--- config.mk ---
export PLATFORM = sky130hd
export DESIGN_NAME = period2note
export DESIGN_NICKNAME = d
export VERILOG_FILES = /design/src/rtl/period2note.sv
export SDC_FILE = /design/constraint.sdc
export NUM_CORES = 1
export LEC_CHECK = 0
export ABC_AREA = 0
export BUFFER_PORTS_ARGS = -buffer_cell sky130_fd_sc_hd__clkbuf_2
export CAP_MARGIN = 25
export CELL_PAD_IN_SITES_DETAIL_PLACEMENT = 0
export CELL_PAD_IN_SITES_GLOBAL_PLACEMENT = 1
export CORE_MARGIN = 3
export CORE_UTILIZATION = 49
export DETAILED_ROUTE_END_ITERATION = 7
export PLACE_DENSITY_LB_ADDON = 0.1
export SETUP_SLACK_MARGIN = 0.02
export SYNTH_ARGS = -nofsm -noshare
export SYNTH_HDL_FRONTEND = slang
export SYNTH_SLANG_ARGS = --single-unit
--- constraint.sdc ---
create_clock -name clk_i -period 6.4 [get_ports clk_i]
set_input_delay 1.6 -clock clk_i [delete_from_list [all_inputs] [get_ports clk_i]]
set_output_delay 1.6 -clock clk_i [all_outputs]
set_load 0.01 [all_outputs]
--- src/rtl/period2note.sv ---
// Half-period meter for a square wave that maps the measured period back to a MIDI note number.
// Optional P2N_CONFIRM_EN: publish a successful note only when two consecutive conversions agree.
module period2note #(
    parameter int unsigned CNT_BW = 16
) (
    input  logic       clk_i,
    input  logic       nrst_i,
    input  logic       sig_i,
    output logic [7:0] note_o,
    output logic       valid_o,
    output logic       err_o,
    output logic       busy_o
);

    localparam logic [2:0] StWaitFirst = 3'd0;
    localparam logic [2:0] StArmed     = 3'd1;
    localparam logic [2:0] StNorm      = 3'd2;
    localparam logic [2:0] StSearch    = 3'd3;
    localparam logic [2:0] StDone      = 3'd4;

    logic              sync1_q, sync2_q, edge_q;
    logic              sig_edge;
    logic [CNT_BW-1:0] cnt_q;
    logic              cnt_sat;

    logic [2:0]        state_q, state_d;
    logic [CNT_BW-1:0] per_q, per_d;
    logic [7:0]        v_q, v_d;
    logic [3:0]        s_q, s_d;
    logic [3:0]        idx_q, idx_d;
    logic [3:0]        best_idx_q, best_idx_d;
    logic [7:0]        best_diff_q, best_diff_d;
    logic [7:0]        note_q, note_d;
    logic              err_q, err_d;
    logic              to_wait_q, to_wait_d;
`ifdef P2N_CONFIRM_EN
    logic [7:0]        cand_q, cand_d;
`endif

    logic [7:0] msb;
    logic [7:0] shift;
    logic       range_err;
    logic [7:0] v_next;
    logic [7:0] rom_val;
    logic [7:0] diff;
    logic       better;
    logic [3:0] fin_idx;
    logic [7:0] octave;
    logic [7:0] note_calc;

    function automatic logic [7:0] rom(input logic [3:0] i);
        case (i)
            4'd0:    rom = 8'd248;
            4'd1:    rom = 8'd234;
            4'd2:    rom = 8'd221;
            4'd3:    rom = 8'd209;
            4'd4:    rom = 8'd197;
            4'd5:    rom = 8'd186;
            4'd6:    rom = 8'd175;
            4'd7:    rom = 8'd165;
            4'd8:    rom = 8'd156;
            4'd9:    rom = 8'd147;
            4'd10:   rom = 8'd139;
            default: rom = 8'd131;
        endcase
    endfunction

    // Both polarities count: the measured interval is a half-period.
    assign sig_edge = sync2_q ^ edge_q;
    assign cnt_sat  = &cnt_q;

    always_ff @(posedge clk_i or negedge nrst_i) begin
        if (!nrst_i) begin
            sync1_q <= 1'b0;
            sync2_q <= 1'b0;
            edge_q  <= 1'b0;
            cnt_q   <= '0;
        end else begin
            sync1_q <= sig_i;
            sync2_q <= sync1_q;
            edge_q  <= sync2_q;
            if (sig_edge) begin
                cnt_q <= CNT_BW'(1);
            end else if (!cnt_sat) begin
                cnt_q <= cnt_q + CNT_BW'(1);
            end
        end
    end

    always_comb begin
        msb = '0;
        for (int unsigned i = 0; i < CNT_BW; i++) begin
            if (per_q[i]) msb = 8'(i);
        end
    end

    // Normalise the period into the base-octave range 128..255.
    assign range_err = (msb < 8'd7) || (msb > 8'd15);
    assign shift     = msb - 8'd7;
    assign v_next    = 8'(per_q >> shift);

    assign rom_val   = rom(idx_q);
    assign diff      = (v_q >= rom_val) ? (v_q - rom_val) : (rom_val - v_q);
    assign better    = (idx_q == 4'd0) || (diff < best_diff_q);
    assign fin_idx   = better ? idx_q : best_idx_q;
    assign octave    = 8'd8 - {4'd0, s_q};
    assign note_calc = 8'd21 + octave * 8'd12 + {4'd0, fin_idx};

    always_comb begin
        state_d     = state_q;
        per_d       = per_q;
        v_d         = v_q;
        s_d         = s_q;
        idx_d       = idx_q;
        best_idx_d  = best_idx_q;
        best_diff_d = best_diff_q;
        note_d      = note_q;
        err_d       = err_q;
        to_wait_d   = to_wait_q;
`ifdef P2N_CONFIRM_EN
        cand_d      = cand_q;
`endif
        case (state_q)
            StWaitFirst: begin
                if (sig_edge) state_d = StArmed;
            end
            StArmed: begin
                if (sig_edge) begin
                    per_d   = cnt_q;
                    state_d = StNorm;
                end else if (cnt_sat) begin
                    err_d     = 1'b1;
                    to_wait_d = 1'b1;
`ifdef P2N_CONFIRM_EN
                    cand_d    = '0;
`endif
                    state_d   = StDone;
                end
            end
            StNorm: begin
                to_wait_d = 1'b0;
                if (range_err) begin
                    err_d   = 1'b1;
`ifdef P2N_CONFIRM_EN
                    cand_d  = '0;
`endif
                    state_d = StDone;
                end else begin
                    v_d     = v_next;
                    s_d     = shift[3:0];
                    idx_d   = 4'd0;
                    state_d = StSearch;
                end
            end
            StSearch: begin
                if (better) begin
                    best_idx_d  = idx_q;
                    best_diff_d = diff;
                end
                if (idx_q == 4'd11) begin
`ifdef P2N_CONFIRM_EN
                    cand_d = note_calc;
                    if (note_calc == cand_q) begin
                        note_d  = note_calc;
                        err_d   = 1'b0;
                        state_d = StDone;
                    end else begin
                        state_d = StArmed;
                    end
`else
                    note_d  = note_calc;
                    err_d   = 1'b0;
                    state_d = StDone;
`endif
                end else begin
                    idx_d = idx_q + 4'd1;
                end
            end
            StDone: begin
                state_d = to_wait_q ? StWaitFirst : StArmed;
            end
            default: state_d = StWaitFirst;
        endcase
    end

    always_ff @(posedge clk_i or negedge nrst_i) begin
        if (!nrst_i) begin
            state_q     <= StWaitFirst;
            per_q       <= '0;
            v_q         <= '0;
            s_q         <= '0;
            idx_q       <= '0;
            best_idx_q  <= '0;
            best_diff_q <= '0;
            note_q      <= '0;
            err_q       <= 1'b0;
            to_wait_q   <= 1'b0;
`ifdef P2N_CONFIRM_EN
            cand_q      <= '0;
`endif
        end else begin
            state_q     <= state_d;
            per_q       <= per_d;
            v_q         <= v_d;
            s_q         <= s_d;
            idx_q       <= idx_d;
            best_idx_q  <= best_idx_d;
            best_diff_q <= best_diff_d;
            note_q      <= note_d;
            err_q       <= err_d;
            to_wait_q   <= to_wait_d;
`ifdef P2N_CONFIRM_EN
            cand_q      <= cand_d;
`endif
        end
    end

    assign note_o  = note_q;
    assign err_o   = err_q;
    assign valid_o = (state_q == StDone);
    assign busy_o  = (state_q == StNorm) || (state_q == StSearch);

endmodule

==> results of run 1 <==
## state kept, by name, indices dropped and copies added (netlist names)
register and count:
sync1_q 1, per_q 16, edge_q 1, state_q 3, cnt_q 16, sync2_q 1
to_wait_q 1, err_o 1, note_o 8, v_q 8, best_idx_q 4, idx_q 4
best_diff_q 8, s_q 4
## power breakdown
part / internal, µW / leakage, µW / switching (µW)
sequential: 556 / 0.00101 / 73.0
clock: 263 / 0.000133 / 206
combinational: 669 / 0.00159 / 903
## cell usage after synthesis, types with 13 or more instances
master / number
nor2_1: 55
a31oi_1: 13
ha_1: 41
nor3_1: 15
o21ai_0: 42
nand2_1: 58
a21oi_1: 21
clkbuf_1: 17
inv_1: 51
nand3_1: 15
xnor2_1: 20
dfrtp_1: 76
mux2_2: 21
mux2i_1: 16
## per-layer routing
layer | wire length (µm) | global-route usage [%]
met5 | 0 | 0
met1 | 5572 | 25.17
met2 | 5938 | 33.89
met3 | 235 | 3.396
met4 | 282 | 8.173
## worst max-delay path: cells and delay by family, from the launching register on
kind,cells,cell delay (ps)
flip-flops,1,430
XOR/XNOR,2,370
adder cells (fa/ha/maj),6,1820
buffers and inverters,1,200
AND/OR/NAND/NOR,3,340
multiplexers,1,190
AO/OA/AOI/OAI,14,2380
## per-stage QoR
stage               instance area (µm²)  hold slack [ps]  worst slack (ps)
floorplan                          5530            331.2             967.5
global placement                   5675            334.4             498.4
detailed placement                 5675            343.4             208.8
CTS                                5944            357.3             219.2
global route                       6013            362.6             33.43
finish                             6013            354.9             559.9
## worst max-delay path by stage
stage | from | cells after the start | end | slack [ps]
floorplan | idx_q[0] | 26 | note_o[6] | 970
global placement | idx_q[0] | 26 | note_o[6] | 500
detailed placement | idx_q[0] | 26 | note_o[6] | 210
CTS | idx_q[0] | 26 | note_o[6] | 220
global route | idx_q[1] | 26 | note_o[6] | 30
finish | idx_q[1] | 27 | note_o[6] | 560
## cell families (layout without fill, tap and decap cells)
logic type / count (synthesis) / count (layout) / synth area share, %
XOR/XNOR: 34 / 34 / 5.656
adder cells (fa/ha/maj): 43 / 43 / 10.00
AO/OA/AOI/OAI: 146 / 146 / 17.60
multiplexers: 45 / 45 / 9.683
flip-flops: 76 / 76 / 34.39
AND/OR/NAND/NOR: 192 / 192 / 16.83
buffers and inverters: 79 / 90 / 5.837
## final cells by class
type / instances / share of cell area [%]
clock buffer: 10 / 3.808
timing repair buffer: 22 / 2.580
clock inverter: 6 / 0.6658
sequential: 76 / 31.63
multi-input combinational: 460 / 55.16
inverter: 52 / 3.246
tap: 140 / 2.913
## timing repair
| action | 4_1_cts | 5_1_grt |
|---|---|---|
| setup endpoints to repair | 0 | 4 |
| gates resized for setup | 0 | 5 |
| endpoints found under the hold margin | 0 | 0 |
| setup buffers | 0 | 4 |
==> impl_metrics.yaml, run 1 <==
sta:
  clock_skew_ps: 9.095
  setup_viol: 0
  max_slew.worst_pin.slew_ps: 922.3
  hold_violations: 0
  rsz0062_at_grt: "false"
  period_share_pct: 91.25
  max_freq_ghz: 0.1712
  slew_headroom_pct: 38.29
  setup_tns_ps: 0
  finalMaxSlewViolations: 0
  finalWorstPathRequiredPeriod_ps: 5840
worst_setup_path:
  worstSetupEndpointType: "flip-flop"
  required_ps: 6610
  critPathMostFrequentCell: "a21oi_1"
  reg2reg_to: "note_o[6]"
  cp.arrival_ps: 6050
  worst_setup_path_start_kind: "flip-flop"
  reg2reg_slack_ps: 560
  crit_path_top_delay_cell: "dfrtp_1"
  critPathKind: "reg2reg"
  r2r_start: "idx_q[1]"
  max_stage_delay_ps: 430
  cp_max_fo: 7
  worstRegToRegCells: 27
clocking:
  root_buffer: "clkbuf_16"
  clock_latency_ps: 340
  htreeDepth: 3
  cts_sinks: 76
  cts_tree: "yes"
  numCtsBuffers: 9
  cts_hold_buffers: 0
  path_clk_slew_ps: 60
  clk_path_buf_depth: 2
logic_synthesis:
  synth_cell_types: 76
  netlist_area_um2: 5530
  yosysWarnings: 0
  yosys.area.top_type_share_pct: 34.39
  syn_nets: 661
  synth_cells: 615
  synthFlopType: "dfrtp_1"
  synth-seq-cells: 76
  synth-edff-count: 0
  yosysSeqAreaShare_pct: 34.39
  synth-async-reset-ratio_pct: 100.0
  avgSynthCellArea_um2: 8.992
  yosys.area.top_type: "dfrtp_1"
  synth_area_leaders: "dfrtp_1 (34%), ha_1 (9.3%), mux2_2 (4.3%)"
routing:
  vias_per_cell: 5.667
  drc: 0
  drt_iter0_markers: 175
  wire_per_inst_um: 15.70
  firstDrtPassIters: 4
  wl_mm: 12.03
  detail-route-antenna-nets: 0
  vias: 4341
place:
  place.gp.congestion: 0.8249
  place_inst: 745
  io_buffers: 13
  hpwlAfterDp_mm: 9.024
min_path:
  hp-class: "reg2reg"
  hp-start: "sync1_q"
  worstHoldPathCells: 0
  min_to: "sync2_q"
finish:
  final_common_cell: "dfrtp_1"
  finalNonFillerCells: 766
  fillers: 1008
  n_antenna_cell: 0
  syn2layout_area_growth_pct: 8.733
  fin_util_pct: 54.99
  layout_common_cells: "dfrtp_1 (76), nand2_1 (58), nor2_1 (55)"
  regArea_um2: 1902
  final_net_count: 667
  drive_above_1_share_pct: 12.62
  multi_input_area_um2: 3317
floorplanning:
  dieHeight_um: 112.2
  rows: 38
  core_um2: 10940
  die_w_um: 112.2
  initial_utilization_pct: 50.57
  dieArea_um2: 12600
  io_pins: 14
global_route:
  antenna_found_initial: 0
  gr-usage-all-layers_pct: 19.92
  grt_max_degree: 77
  first_global_vias: 4352
  overflow: 0
  grt_first_pass_wirelength_mm: 20.72
run_status:
  status: "finished clean"
power:
  finalPower_uw: 2671
  peakVddDrop_mv: 0.2438
  leakage_uw: 0.002735
  powerDensity_nw_per_um2: 444.1
run:
  drv_cap: 0
No activity file was read; power rests on OpenSTA's default activity.
==> run 2: changes to the inputs <==
BUFFER_PORTS_ARGS = default   (was -buffer_cell sky130_fd_sc_hd__clkbuf_2)
CORE_UTILIZATION = 50   (was 49)
DONT_BUFFER_PORTS = 1   (was default)
clock period = 6.5 ns   (was 6.4 ns; I/O delays follow)
==> run 2 against run 1 <==
Sequential cell count is the same. Die area shrank 1.9%. Fmax shrank 1.5%. Non-clock buffer count shrank 20. Critical path depth is the same. Sequential power is essentially flat. Final area shrank 2.9%. Highest routed layer unchanged. First-iteration DRC count grew 11%. Clock skew grew 4.6 ps. Largest power group unchanged. Hold slack lost 1.0 ps. Wire length grew 1.5%.
==> impl_metrics.yaml, run 2 (same netlist as run 1, synthesis figures left out) <==
clocking:
  postCtsSetupBuffers: 0
  cts_hold_buffers: 0
  root_buffer: "clkbuf_8"
  htreeDepth: 3
  numCtsBuffers: 9
  clk_path_buf_depth: 2
  clock_latency_ps: 360
  cts_tree: "yes"
  cts_sinks: 76
  path_clk_slew_ps: 80
global_route:
  antenna_found_initial: 0
  overflow: 0
  grt_first_pass_wirelength_mm: 20.93
  grt_max_degree: 77
  gr-usage-all-layers_pct: 20.30
  first_global_vias: 4309
routing:
  drc: 0
  detail-route-antenna-nets: 0
  vias_per_cell: 5.849
  wl_mm: 12.21
  drt_iter0_markers: 194
  wire_per_inst_um: 16.48
  vias: 4334
  firstDrtPassIters: 4
finish:
  regArea_um2: 1902
  fin_util_pct: 55.35
  n_antenna_cell: 0
  drive_above_1_share_pct: 9.752
  final_net_count: 647
  final_common_cell: "dfrtp_1"
  multi_input_area_um2: 3321
  syn2layout_area_growth_pct: 5.633
  fillers: 966
  layout_common_cells: "dfrtp_1 (76), nand2_1 (58), nor2_1 (55)"
  reg.largest.list: "cnt_q: 16 flops, per_q: 16 flops"
worst_setup_path:
  cp.depth: 27
  critical_path.top_delay_family: "compound AO/OA/AOI/OAI gates"
  crit_start: "idx_q[1]"
  max_stage_delay_ps: 440
  worstSetupEndpointType: "flip-flop"
  r2r_start: "idx_q[1]"
  critical_path_buf_inv_count: 1
  worstRegToRegCells: 27
  required_ps: 6740
  crit_path_top_delay_cell: "dfrtp_1"
  worst_setup_path_start_kind: "flip-flop"
  cp.arrival_ps: 6160
  cp_max_fo: 8
  critPathKind: "reg2reg"
  reg2reg_to: "note_o[6]"
  reg2reg_slack_ps: 570
  critPathCapture: "note_o[6]"
  critPathMostFrequentCell: "ha_1"
sta:
  hold_violations: 0
  setup_viol: 0
  max_slew.worst_pin.slew_ps: 894.2
  slew_headroom_pct: 40.16
  period_share_pct: 91.18
  rsz0062_at_grt: "false"
  finalMaxSlewViolations: 0
  setup_tns_ps: 0
  clock_skew_ps: 13.65
  max_freq_ghz: 0.1687
  finalWorstPathRequiredPeriod_ps: 5927
min_path:
  hp-class: "reg2reg"
floorplanning:
  dieHeight_um: 111.2
  die_w_um: 111.2
  io_pins: 14
  dieArea_um2: 12360
  rows: 37
  initial_utilization_pct: 52.39
  core_um2: 10560
power:
  p_switching_uw: 1158
  peakVddDrop_mv: 0.2363
  swShare_pct: 44.29
  pwr-share-comb_pct: 58.7
  leakage_uw: 0.002621
  powerDensity_nw_per_um2: 447.7
  pwr-share-clk_pct: 17.1
  p_int_uw: 1457
  pwr-share-seq_pct: 24.2
run_status:
  status: "finished clean"
place:
  io_buffers: 0
  place.gp.congestion: 0.8234
  hpwlAfterDp_mm: 9.101
run:
  drv_cap: 0
[run 2: how the worst min path moves through the flow]
stage,start,cells after the start,to,slack [ps]
floorplan,sync1_q,0,sync2_q,330
global placement,sync1_q,0,sync2_q,340
detailed placement,sync1_q,0,sync2_q,340
CTS,sync1_q,0,sync2_q,360
global route,sync1_q,0,sync2_q,370
finish,sync1_q,0,sync2_q,350
[run 2: power by group through the flow]
stage / Sequential (µW) / Combinational [µW] / Clock [µW]
after CTS: 633 / 1520 / 457
after floorplan: 604 / 1230 / 0
after detailed placement: 642 / 1510 / 0
after global placement: 640 / 1470 / 0
final: 632 / 1540 / 447
after global routing: 646 / 1740 / 479
[run 2: routing by layer]
metal  share of wire (%)  global-route usage (%)  vias up
li1                    -                       -     2152
met1                  46                   25.92     2107
met2                  49                   33.82       52
met3                 1.8                   3.057       23
met4                 3.0                   9.408        0
met5                   0                       0        -
[run 2: layout make-up]
cell class	count	area share, %
Tap cell	136	2.913
Sequential cell	76	32.56
Inverter	52	3.341
Multi-Input combinational cell	460	56.84
Timing Repair Buffer	2	0.2570
Clock buffer	11	2.420
Clock inverter	4	1.671
[run 2: what timing repair did]
| item | CTS | global route |
|---|---|---|
| gates resized for setup | 0 | 6 |
| endpoints found under the hold margin | 0 | 0 |
| endpoints found under the setup margin | 0 | 3 |
[run 2: through the flow]
stage / instance area (µm²) / total power [µW] / hold WS [ps] / worst slack (ps) / instances
2_1_floorplan: 5530 / 1837 / 331.2 / 1067 / 615
3_3_place_gp: 5588 / 2114 / 335.0 / 588.8 / 726
3_5_place_dp: 5588 / 2149 / 337.1 / 324.3 / 726
4_1_cts: 5827 / 2607 / 355.3 / 298.6 / 741
5_1_grt: 5842 / 2861 / 367.4 / 26.54 / 741
6_report: 5842 / 2615 / 353.8 / 573.2 / 741
==> run 3: changes to the inputs <==
CORE_MARGIN = 10   (was 3)
MAX_ROUTING_LAYER = met4   (was default)
PLACE_DENSITY = 0.86   (was default)
PLACE_DENSITY_LB_ADDON = default   (was 0.1)
==> run 3 against run 2 <==
Count of clock-buffer cells in the layout unchanged. Final cell count increased by 0.81%. Via count about the same. Sequential cell count unchanged. Global-route usage decreased by 5.1 points. Fmax decreased by 1.1%. Combinational power about the same. Critical path depth unchanged. Critical endpoint unchanged. Largest cell class unchanged. Largest power group unchanged. Highest routed layer unchanged.
==> impl_metrics.yaml, run 3 (same netlist as run 1, synthesis figures left out) <==
run_status:
  status: "finished clean"
floorplanning:
  io_pins: 14
  dieHeight_um: 125.2
  die_w_um: 125.2
  initial_utilization_pct: 51.02
  dieArea_um2: 15670
  rows: 38
  core_um2: 10840
sta:
  finalWorstPathRequiredPeriod_ps: 5993
  setup_viol: 0
  slew_headroom_pct: 41.73
  max_freq_ghz: 0.1669
  clock_skew_ps: 12.30
  worst_slack_ps: 507.2
  finalMaxSlewViolations: 0
  rsz0062_at_grt: "false"
  period_share_pct: 92.20
  hold_violations: 0
  setup_tns_ps: 0
  max_slew.worst_pin.slew_ps: 870.9
worst_setup_path:
  cp_max_fo: 7
  critPathKind: "reg2reg"
  required_ps: 6740
  cp.arrival_ps: 6230
  crit_path_top_delay_cell: "dfrtp_1"
  worst_setup_path_start_kind: "flip-flop"
  critPathMostFrequentCell: "ha_1"
  max_stage_delay_ps: 430
  worstSetupEndpointType: "flip-flop"
routing:
  detail-route-antenna-nets: 0
  drc: 0
  wire_per_inst_um: 15.88
  drt_iter0_markers: 348
  vias_per_cell: 5.805
  wl_mm: 11.86
  vias: 4336
  firstDrtPassIters: 4
place:
  hpwlAfterDp_mm: 8.938
  place.gp.congestion: 0.8644
  placed_area_um2: 5593
  dp_slack_ps: 372.3
  io_buffers: 0
finish:
  syn2layout_area_growth_pct: 5.068
  drive_above_1_share_pct: 9.885
  final_net_count: 649
  postLayoutCellArea_um2: 5811
  reg.largest.list: "cnt_q: 16 flops, per_q: 16 flops"
  layout_common_cells: "dfrtp_1 (76), nand2_1 (58), nor2_1 (55)"
  n_antenna_cell: 0
  final_common_cell: "dfrtp_1"
power:
  peakVddDrop_mv: 0.2613
  pwr-share-seq_pct: 25.2
  powerDensity_nw_per_um2: 432.1
  pwr-share-comb_pct: 60.6
  swShare_pct: 45.18
  pwr-share-clk_pct: 14.2
  finalPower_uw: 2511
  leakage_uw: 0.002604
  p_switching_uw: 1134
  p_int_uw: 1376
clocking:
  clock_latency_ps: 360
  htreeDepth: 3
  cts_tree: "yes"
  root_buffer: "clkbuf_8"
  numCtsBuffers: 9
  clk_path_buf_depth: 2
  path_clk_slew_ps: 80
  cts_sinks: 76
  cts_hold_buffers: 0
global_route:
  overflow: 0
  antenna_found_initial: 0
  gr-usage-all-layers_pct: 15.19
  grt_first_pass_wirelength_mm: 20.02
  first_global_vias: 4160
  grt_max_degree: 77
run:
  drv_cap: 0
min_path:
  hp-class: "reg2reg"
[run 3: through the flow]
stage          utilization (%)  std cells  hold WS (ps)
5_1_grt                  53.60        747         368.3
4_1_cts                  53.36        745         370.1
2_1_floorplan                -        615         331.2
6_report                 53.60        747         370.0
3_3_place_gp             51.59        730         333.0
3_5_place_dp             51.59        730         351.5
[run 3: power by group through the flow]
stage / registers (µW) / logic [µW] / clock network, µW
after floorplan: 604 / 1230 / 0
after global placement: 639 / 1450 / 0
after detailed placement: 642 / 1500 / 0
after CTS: 632 / 1510 / 366
after global routing: 646 / 1710 / 384
final: 633 / 1520 / 356
[run 3: timing repair]
action	CTS	global route
resized for setup	0	4
setup endpoints to repair	0	2
buffers inserted	0	2
[run 3: layout make-up]
class                      instances  area [µm²]
multi-input combinational        460        3317
fill                            1001        5030
sequential                        76        1902
tap                              140       175.2
clock inverter                     4       50.05
inverter                          52       195.2
timing repair buffer               4       30.03
clock buffer                      11       141.4
[run 3: metal layers]
layer,global-route usage (%),part of all wire (%),vias to the layer above
met1,17.94,45,2110
met3,3.084,2.8,19
li1,-,-,2151
met5,-,0,-
met4,4.946,1.8,0
met2,25.36,50,56
[run 3: critical path, delay by kind of cell, from the launching register on]
family	cells	cell delay [ps]
flops	1	430
mux	1	190
compound gates	13	2550
buf+inv	3	470
xor+xnor	2	350
fa+ha+maj	5	1600
simple gates	3	290
[run 3: final timing paths]
check / from / to / slack [ps] / cells past startpoint
worst max register to register: idx_q[1] / note_o[6] / 510 / 27
max in group asynchronous: nrst_i / per_q[7] / 5400 / 0
worst min register to register: sync1_q / sync2_q / 370 / 0
worst max-delay path: idx_q[1] / note_o[6] / 510 / 27
worst min-delay path: sync1_q / sync2_q / 370 / 0
min in group asynchronous: nrst_i / note_o[7] / 960 / 0
